**src/rtl/immpicker_stage.sv**
```systemverilog
// immpicker_stage: registered immediate extractor for RISC-V instruction words.
// Decodes one of the I/S/SB/U/UJ/Z(CSR zimm) formats, sign- or zero-extends the
// result to XLEN and hands it downstream one cycle after acceptance.
//
// Handshake: a transfer happens on any rising edge where valid and ready are both
// high on that interface. A producer holds its valid and data stable until the
// transfer; ready may change freely. valid_o never drops without an output
// transfer (or reset), and value_o/illegal_o stay stable while it waits.
module immpicker_stage #(
  parameter int unsigned XLEN = 64,
  parameter bit          SKID = 1'b1
) (
  input  logic            clk_i,
  input  logic            reset_i,
  input  logic            valid_i,
  output logic            ready_o,
  input  logic [31:0]     instruction_i,
  input  logic            typeI_i,
  input  logic            typeS_i,
  input  logic            typeSB_i,
  input  logic            typeU_i,
  input  logic            typeUJ_i,
  input  logic            typeZ_i,
  output logic            valid_o,
  input  logic            ready_i,
  output logic [XLEN-1:0] value_o,
  output logic            illegal_o,
  output logic [1:0]      dbgState_o
);

  // EMPTY: nothing held; ONE: output register full; TWO: output and skid full.
  typedef enum logic [1:0] {
    EMPTY = 2'd0,
    ONE   = 2'd1,
    TWO   = 2'd2
  } state_t;

  state_t            state;
  logic              readyReg;
  logic [XLEN-1:0]   skidValue;
  logic              skidIllegal;
  logic [XLEN-1:0]   newValue;
  logic              newIllegal;
  logic [5:0]        sel;
  logic              multiSel;
  logic              inXfer;
  logic              outXfer;

  assign valid_o    = (state != EMPTY);
  assign dbgState_o = state;
  // With the skid buffer ready is a flop; without it the single register can
  // accept whenever it is empty or being drained this cycle.
  assign ready_o    = SKID ? readyReg : (!valid_o || ready_i);
  assign inXfer     = valid_i && ready_o;
  assign outXfer    = valid_o && ready_i;

  // Decode the immediate for the instruction currently offered upstream.
  always_comb begin
    sel        = {typeI_i, typeS_i, typeSB_i, typeU_i, typeUJ_i, typeZ_i};
    // Clearing the lowest set bit leaves something only if two or more are set.
    multiSel   = ((sel & (sel - 6'd1)) != 6'd0);
    newValue   = '0;
    newIllegal = 1'b0;
    if (multiSel) begin
      newIllegal = 1'b1;
    end else if (typeI_i) begin
      newValue = XLEN'($signed(instruction_i[31:20]));
    end else if (typeS_i) begin
      newValue = XLEN'($signed({instruction_i[31:25], instruction_i[11:7]}));
    end else if (typeSB_i) begin
      newValue = XLEN'($signed({instruction_i[31], instruction_i[7],
                                instruction_i[30:25], instruction_i[11:8], 1'b0}));
    end else if (typeU_i) begin
      // For XLEN=32 this cast is an identity: the upper immediate fills the word.
      newValue = XLEN'($signed({instruction_i[31:12], 12'b0}));
    end else if (typeUJ_i) begin
      newValue = XLEN'($signed({instruction_i[31], instruction_i[19:12],
                                instruction_i[20], instruction_i[30:21], 1'b0}));
    end else if (typeZ_i) begin
      newValue = XLEN'(instruction_i[19:15]);
    end
  end

  // Occupancy FSM: output register, skid register and the registered ready.
  always_ff @(posedge clk_i or posedge reset_i) begin
    if (reset_i) begin
      state       <= EMPTY;
      value_o     <= '0;
      illegal_o   <= 1'b0;
      skidValue   <= '0;
      skidIllegal <= 1'b0;
      readyReg    <= 1'b1;
    end else begin
      case (state)
        EMPTY: begin
          if (inXfer) begin
            value_o   <= newValue;
            illegal_o <= newIllegal;
            state     <= ONE;
          end
        end
        ONE: begin
          if (inXfer && outXfer) begin
            // Drain and refill in the same edge: new result bypasses the skid.
            value_o   <= newValue;
            illegal_o <= newIllegal;
          end else if (inXfer) begin
            // Output is stalled; park the new result and stop accepting.
            skidValue   <= newValue;
            skidIllegal <= newIllegal;
            readyReg    <= 1'b0;
            state       <= TWO;
          end else if (outXfer) begin
            state <= EMPTY;
          end
        end
        TWO: begin
          if (outXfer) begin
            value_o   <= skidValue;
            illegal_o <= skidIllegal;
            readyReg  <= 1'b1;
            state     <= ONE;
          end
        end
        default: begin
          state    <= EMPTY;
          readyReg <= 1'b1;
        end
      endcase
    end
  end

endmodule

```
**config.mk**
```make
export PLATFORM = sky130hd
export DESIGN_NAME = immpicker_stage
export DESIGN_NICKNAME = d
export VERILOG_FILES = /design/src/rtl/immpicker_stage.sv
export SDC_FILE = /design/constraint.sdc
export NUM_CORES = 1
export LEC_CHECK = 0
export CAP_MARGIN = 0
export CORE_MARGIN = 5
export CORE_UTILIZATION = 52
export DETAILED_ROUTE_END_ITERATION = 10
export PLACE_DENSITY = 0.84
export SLEW_MARGIN = 15
export SYNTH_ARGS = -nofsm -noshare
export SYNTH_HDL_FRONTEND = slang
export SYNTH_SLANG_ARGS = --single-unit
```
**constraint.sdc**
```tcl
create_clock -name clk_i -period 4.1 [get_ports clk_i]
set_input_delay 0.615 -clock clk_i [delete_from_list [all_inputs] [get_ports clk_i]]
set_output_delay 0.615 -clock clk_i [all_outputs]
set_load 0.005 [all_outputs]
```
==> results of run 1 <==
## cell usage in the layout (no fill, tap or decap), types with 2 or more instances in the layout
master           instances
o22ai_1                  2
inv_1                    2
clkdlybuf4s50_1        103
a222oi_1                 4
nand2b_1                12
clkinvlp_4               3
nand2_1                 32
clkbuf_8                10
a22o_1                   6
o31ai_1                 43
o41ai_1                 10
a211oi_1                 2
clkinv_2                 2
nor3_1                   2
and4b_1                 26
a21oi_1                 52
nor2_1                  15
buf_4                    7
a21o_1                   6
nand3_1                  6
o21ai_0                  5
a31oi_1                  8
or3_1                    2
and3_1                   2
and2_1                   2
dfrtp_1                 68
## final cells by class
cell class | count | area [um2]
well taps | 99 | 124
flip-flops and latches | 69 | 1730
inverters | 3 | 11.3
fillers | 609 | 2380
clock inverters | 6 | 62.6
multi-input cells | 255 | 1670
repair buffers | 111 | 1100
clock buffers | 10 | 138
## critical path, cell delays in order
cell and delay [ps]:
clkdlybuf4s50_1 390, buf_4 220, and2b_2 310, or3b_2 700
a2111oi_4 590, a22o_1 230
## synthesized netlist by cell type (3+ instances only)
library cell | n | share of area, %
a21oi_1 | 52 | 6.8
buf_4 | 33 | 6.5
nand2_1 | 32 | 3.2
a31oi_1 | 8 | 1.3
o31ai_1 | 43 | 8.5
o21ai_0 | 5 | 0.66
and4b_1 | 26 | 6.8
a21o_1 | 6 | 1.2
clkbuf_1 | 31 | 3.1
nand2b_1 | 12 | 2.0
a22o_1 | 6 | 1.4
inv_1 | 3 | 0.30
dfrtp_1 | 68 | 45
nand3_1 | 6 | 0.79
nor2_1 | 15 | 1.5
o41ai_1 | 10 | 2.3
buf_2 | 4 | 0.53
a222oi_1 | 4 | 1.1
## sequential cells by signal, indices dropped and copies added (netlist names)
register,flops
skidValue,32
value_o,32
dbgState_o,2
illegal_o,1
ready_o,1
skidIllegal,1
## stage by stage
step / hold WS, ps / std cells / area (um2) / util, % / setup WS [ps]
5_1_grt: 510 / 553 / 4840 / 67.0 / 1250
2_1_floorplan: 441 / 398 / 3810 / - / 1750
3_3_place_gp: 451 / 537 / 4640 / 64.3 / 1030
3_5_place_dp: 458 / 537 / 4640 / 64.3 / 968
4_1_cts: 476 / 553 / 4840 / 67.0 / 1310
6_report: 474 / 553 / 4840 / 67.0 / 1300
## final timing paths
path | start | to | slack [ps] | depth (start not counted)
min in group asynchronous | reset_i | value_o[12] | 770 | 2
max in group asynchronous | reset_i | skidValue[9] | 2410 | 3
worst min-delay path | skidValue[23] | skidValue[23] | 470 | 2
worst min register to register | skidValue[23] | skidValue[23] | 470 | 2
worst max-delay path | ready_i | skidValue[10] | 1300 | 6
worst max register to register | dbgState_o[1] | skidValue[10] | 1550 | 4
## cells by family (layout without fill, tap and decap cells)
| family | count (synthesis) | count (layout) | synth area share, % |
|---|---|---|---|
| buffers and inverters | 74 | 130 | 10.9 |
| and+or+nand+nor | 108 | 108 | 17.3 |
| AOI/OAI and AO/OA | 144 | 144 | 25.8 |
| DFF | 69 | 69 | 45.3 |
| xor gates and xnor gates | 1 | 1 | 0.230 |
| muxes | 2 | 2 | 0.558 |
## routing by layer
metal	wire [um]	up-vias	share of wire [%]
li1	-	1556	-
met1	4270	1638	42
met2	4850	168	47
met3	964	14	9.4
met4	160	0	1.6
met5	0	-	0
## power groups by stage
stage / Sequential (mW) / Clock [mW] / Combinational (mW)
finish: 0.776 / 0.559 / 0.360
global route: 0.786 / 0.602 / 0.391
CTS: 0.778 / 0.563 / 0.364
detailed placement: 0.790 / 0 / 0.362
global placement: 0.787 / 0 / 0.356
floorplan: 0.789 / 0 / 0.160
==> summary.md, run 1 <==
| Metric | Value |
|---|---|
| CP startpoint kind | primary input |
| Final setup violation count | 0 |
| Mean Syn Cell Area | 9.58 um2 |
| Post-Synthesis Cells | 398 |
| TritonCTS clock tree | built |
| Clk_skew | 11.3 ps |
| Slew Viols, Final | 0 |
| Clock H-tree levels | 3 |
| Die Area | 9140 um2 |
| Clock Sinks | 69 |
| Layout cells sized above 1 | 7.49% |
| Distinct cell type count after synthesis | 45 |
| Largest net degree at the start of global routing | 45 |
| Post-route setup TNS | 0 ps |
| Internal | 1.25 mW |
| Worst Hold Class | flip-flop to flip-flop |
| Final min period | 2800 ps |
| Net Count, Synth | 440 |
| Global-route usage over all layers | 23.0% |
| Ant. Diodes | 0 |
| DRC Markers | 0 |
| Most Crowded Layer GR | met2 |
| Relative slew slack | 40.9% |
| Post-cts gate resize count | 0 |
| Post-synth EDFFs | 0 |
| Grt ovf | 0 |
| Run status | finished, final reports clean |
| Part of the power in registers | 45.8% |
| Pwr Density | 350 nW/um2 |
| Vias per inst | 6.10 |
| Die X | 95.6 um |
| I/O pin cnt | 111 |
| Combinational group share of total power | 21.2% |
| Initial Util | 52.8% |
| Peak supply drop | 0.255 mV |
| Post-Syn Area | 3810 um2 |
| Initial detailed-routing violation count | 200 |
| Vias post-DR | 3376 |
| Root buf cell | clkbuf_8 |
| Max cap viols | 0 |
| Wire length of the first global-routing pass | 16300 um |
| Routed WL | 10200 um |
| Avg WL per Cell | 18.5 um |
| IO buf count | 103 |
| Remaining antenna violation count | 0 |
| Buffer depth of the longest clock path | 2 |
| Rows | 31 |
| Worst skew pair latency | 350 ps |
| RSZ-0062 raised after global routing | no |
| Seq/Total Area, Yosys | 45.3% |
| Post-CTS setup buffer count | 0 |
| Critical path class | primary input to flip-flop |
| Drt pass-1 iters | 6 |
| Post-synth ARST share | 100% |
| Final nets | 491 |
| Met1 GRT Util | 30.5% |
| Die height | 95.6 um |
| CP max FO | 32 |
| Total power | 1.70 mW |
| Crit end category | flip-flop |
| Max Fclk | 0.357 GHz |
| Vias in the first global route | 3355 |
| Gp weighted congestion | 0.850 |
| CTS buffer count | 9 |
| Synth Warn # | 0 |
| Clock network power share | 33.0% |
| Tightest Pin Transition | 883 ps |
| M2 GR Usage | 36.1% |
| Initial antenna violation count | 0 |
| CTS Hold Buffers Added | 0 |
| Clock slew at reported path FFs | 70 ps |
| Switching share of power | 26.5% |
| CP required | 4370 ps |
| Switching power | 0.449 mW |
| Seq cells post-synth | 69 |
| Hold Fails Final Rpt | 0 |
| Met3 Use GR | 5.68% |
| Area Overhead vs Synth | 26.9% |
| Post-DP HPWL | 6970 um |
| Core ar. | 7210 um2 |
| CP Data Arrival Time | 3080 ps |
| Most used flip-flop cell after synthesis | dfrtp_1 |
| Crit share post-route | 68.4% |
| Pleak | 2.02 nW |
(Power assumes the default switching activity.)
==> run 2: changes to the inputs <==
CORE_UTILIZATION = 48   (was 52)
PLACE_DENSITY = 0.78   (was 0.84)
clock period = 2.6 ns   (was 4.1 ns; I/O delays follow)
==> run 2 against run 1 <==
  * Total power is 73% higher
  * Register-to-register slack worse by 1000 ps
  * Hold slack worse by 63 ps
  * Sequential power is 59% higher
  * Via count is 1.7% higher
  * Routed wire length is 2.8% higher
  * Critical path type is now flip-flop to primary output
  * Critical endpoint is now value_o[32]
  * Highest routed layer unchanged
==> summary.md, run 2 (same netlist as run 1, synthesis figures left out) <==
| Metric | Value |
|---|---|
| Worst skew pair latency | 340 ps (was 350 ps) |
| Crit-path leading delay family | flip-flops (was simple AND/OR/NAND/NOR gates) |
| Die height | 99.1 um (was 95.6 um) |
| Initial Util | 49.3% (was 52.8%) |
| TritonCTS clock tree | built (unchanged) |
| Pwr Density | 586 nW/um2 (was 350 nW/um2) |
| Critical path class | flip-flop to primary output (was primary input to flip-flop) |
| Post-CTS setup buffer count | 0 (unchanged) |
| Worst Hold Class | primary input to asynchronous set/reset pin (was flip-flop to flip-flop) |
| Crit path largest cell delay | 910 ps (was 700 ps) |
| Area Overhead vs Synth | 31.1% (was 26.9%) |
| DRC Markers | 0 (unchanged) |
| Setup slack after layout | 302 ps (was 1300 ps) |
| CTS buffer count | 9 (unchanged) |
| Peak supply drop | 0.385 mV (was 0.255 mV) |
| CP startpoint kind | flip-flop (was primary input) |
| Ant. Diodes | 0 (unchanged) |
| CP Data Arrival Time | 1910 ps (was 3080 ps) |
| Remaining antenna violation count | 0 (unchanged) |
| Drt pass-1 iters | 7 (was 6) |
| Clock slew at reported path FFs | 70 ps (about the same) |
| CP max FO | 34 (was 32) |
| CP required | 2210 ps (was 4370 ps) |
| Max Fclk | 0.435 GHz |
| Tightest Pin Transition | 862 ps (was 883 ps) |
| Most common cell after layout, fill and taps aside | clkdlybuf4s50_1 (unchanged) |
| Grt ovf | 0 (unchanged) |
| Vias in the first global route | 3290 (was 3355) |
| CP max stage cell | dfrtp_1 (was or3b_2) |
| Root buf cell | clkbuf_8 (unchanged) |
| Initial detailed-routing violation count | 297 (was 200) |
| Post-route setup TNS | 0 ps (unchanged) |
| Commonest cells after routing, fill and taps aside | 103 x clkdlybuf4s50_1, 68 x dfrtp_1, 52 x a21oi_1 (unchanged) |
| Hold Slack | 411 ps (was 474 ps) |
| Relative slew slack | 42.5% (was 40.9%) |
| Layout cells sized above 1 | 9.27% (was 7.49%) |
| Crit path buf inv count | 1 (was 2) |
| Cells along the critical path | clkdlybuf4s50_1 (was clkdlybuf4s50_1, buf_4, and2b_2, or3b_2, a2111oi_4, a22o_1) |
| Avg WL per Cell | 18.6 um (was 18.5 um) |
| Vias per inst | 6.07 (was 6.10) |
| Pleak | 2.12 nW (was 2.02 nW) |
| Max cap viols | 0 (unchanged) |
| Crit share post-route | 88.4% |
| CTS Hold Buffers Added | 0 (unchanged) |
| Clock Sinks | 69 (unchanged) |
| Rows | 32 (was 31) |
| Buffer depth of the longest clock path | 2 (unchanged) |
| Crit end category | primary output (was flip-flop) |
| Final min period | 2300 ps |
| Die X | 99.1 um (was 95.6 um) |
| Global-route usage over all layers | 20.9% (was 23.0%) |
| Clk_skew | 4.26 ps (was 11.3 ps) |
| Run status | finished, final reports clean (unchanged) |
| Vias post-DR | 3435 (was 3376) |
| Final setup violation count | 0 (unchanged) |
| IO buf count | 103 (unchanged) |
| Total power | 2.93 mW (was 1.70 mW) |
| Pre-CTS WS | 81.9 ps (was 968 ps) |
| RSZ-0062 raised after global routing | no (unchanged) |
| Post-cts gate resize count | 0 (unchanged) |
| Die Area | 9820 um2 (was 9140 um2) |
| Post-DP HPWL | 6980 um (was 6970 um) |
| Gp weighted congestion | 0.835 (was 0.850) |
| Final nets | 501 (was 491) |
| Core ar. | 7730 um2 (was 7210 um2) |
| Clock H-tree levels | 3 (unchanged) |
| Largest net degree at the start of global routing | 61 (was 45) |
| Wire length of the first global-routing pass | 16600 um (was 16300 um) |
| Setup slack, reg-to-reg | 520 ps (was 1550 ps) |
| Initial antenna violation count | 0 (unchanged) |
| Hold Fails Final Rpt | 0 (unchanged) |
| Slew Viols, Final | 0 (unchanged) |
| I/O pin cnt | 111 (unchanged) |
| Routed WL | 10500 um (was 10200 um) |
## run 2: changes by cell type in the layout (fill, tap and decap cells not counted)
cell | before | now
clkbuf_1 | 0 | 1
buf_4 | 7 | 15
clkinv_2 | 2 | 0
bufinv_16 | 1 | 3
buf_12 | 1 | 3
clkinvlp_4 | 3 | 0
clkbuf_8 | 10 | 12
## run 2: final cells by class
| type | instances | area, um2 |
|---|---|---|
| Fill cell | 621 | 2730 |
| Sequential cell | 69 | 1730 |
| Multi-Input combinational cell | 255 | 1670 |
| Timing Repair Buffer | 121 | 1200 |
| Clock buffer | 13 | 169 |
| Tap cell | 102 | 128 |
| Clock inverter | 3 | 90.1 |
| Inverter | 3 | 11.3 |
## run 2: report_power, final
| part | total (mW) | leakage, nW | switching, mW | internal (mW) |
|---|---|---|---|---|
| combinational | 0.583 | 1.04 | 0.236 | 0.347 |
| sequential | 1.23 | 0.944 | 0.0622 | 1.16 |
| clock | 1.12 | 0.130 | 0.403 | 0.717 |
## run 2: final timing paths
check	startpoint	end	cells after the start
max	value_o[62]	value_o[32]	1
min	reset_i	value_o[21]	2
max reg2reg	ready_o	skidIllegal	4
min reg2reg	skidValue[25]	skidValue[25]	2
max in group asynchronous	reset_i	ready_o	3
min in group clk_i	skidValue[25]	skidValue[25]	2
## run 2: metal layers
metal / track usage, % / part of all wire [%] / vias up
li1: - / - / 1587
met1: 27.5 / 42 / 1674
met2: 34.6 / 48 / 162
met3: 4.21 / 8.4 / 12
met4: 7.14 / 1.2 / 0
met5: 0 / 0 / -
## run 2: through the flow
step	utilization (%)	instance area [um2]	instances
final	64.7	5000	566
after global routing	64.7	5000	566
after CTS	64.7	5000	566
after detailed placement	61.4	4740	550
after global placement	61.4	4740	550
after floorplan	-	3810	398
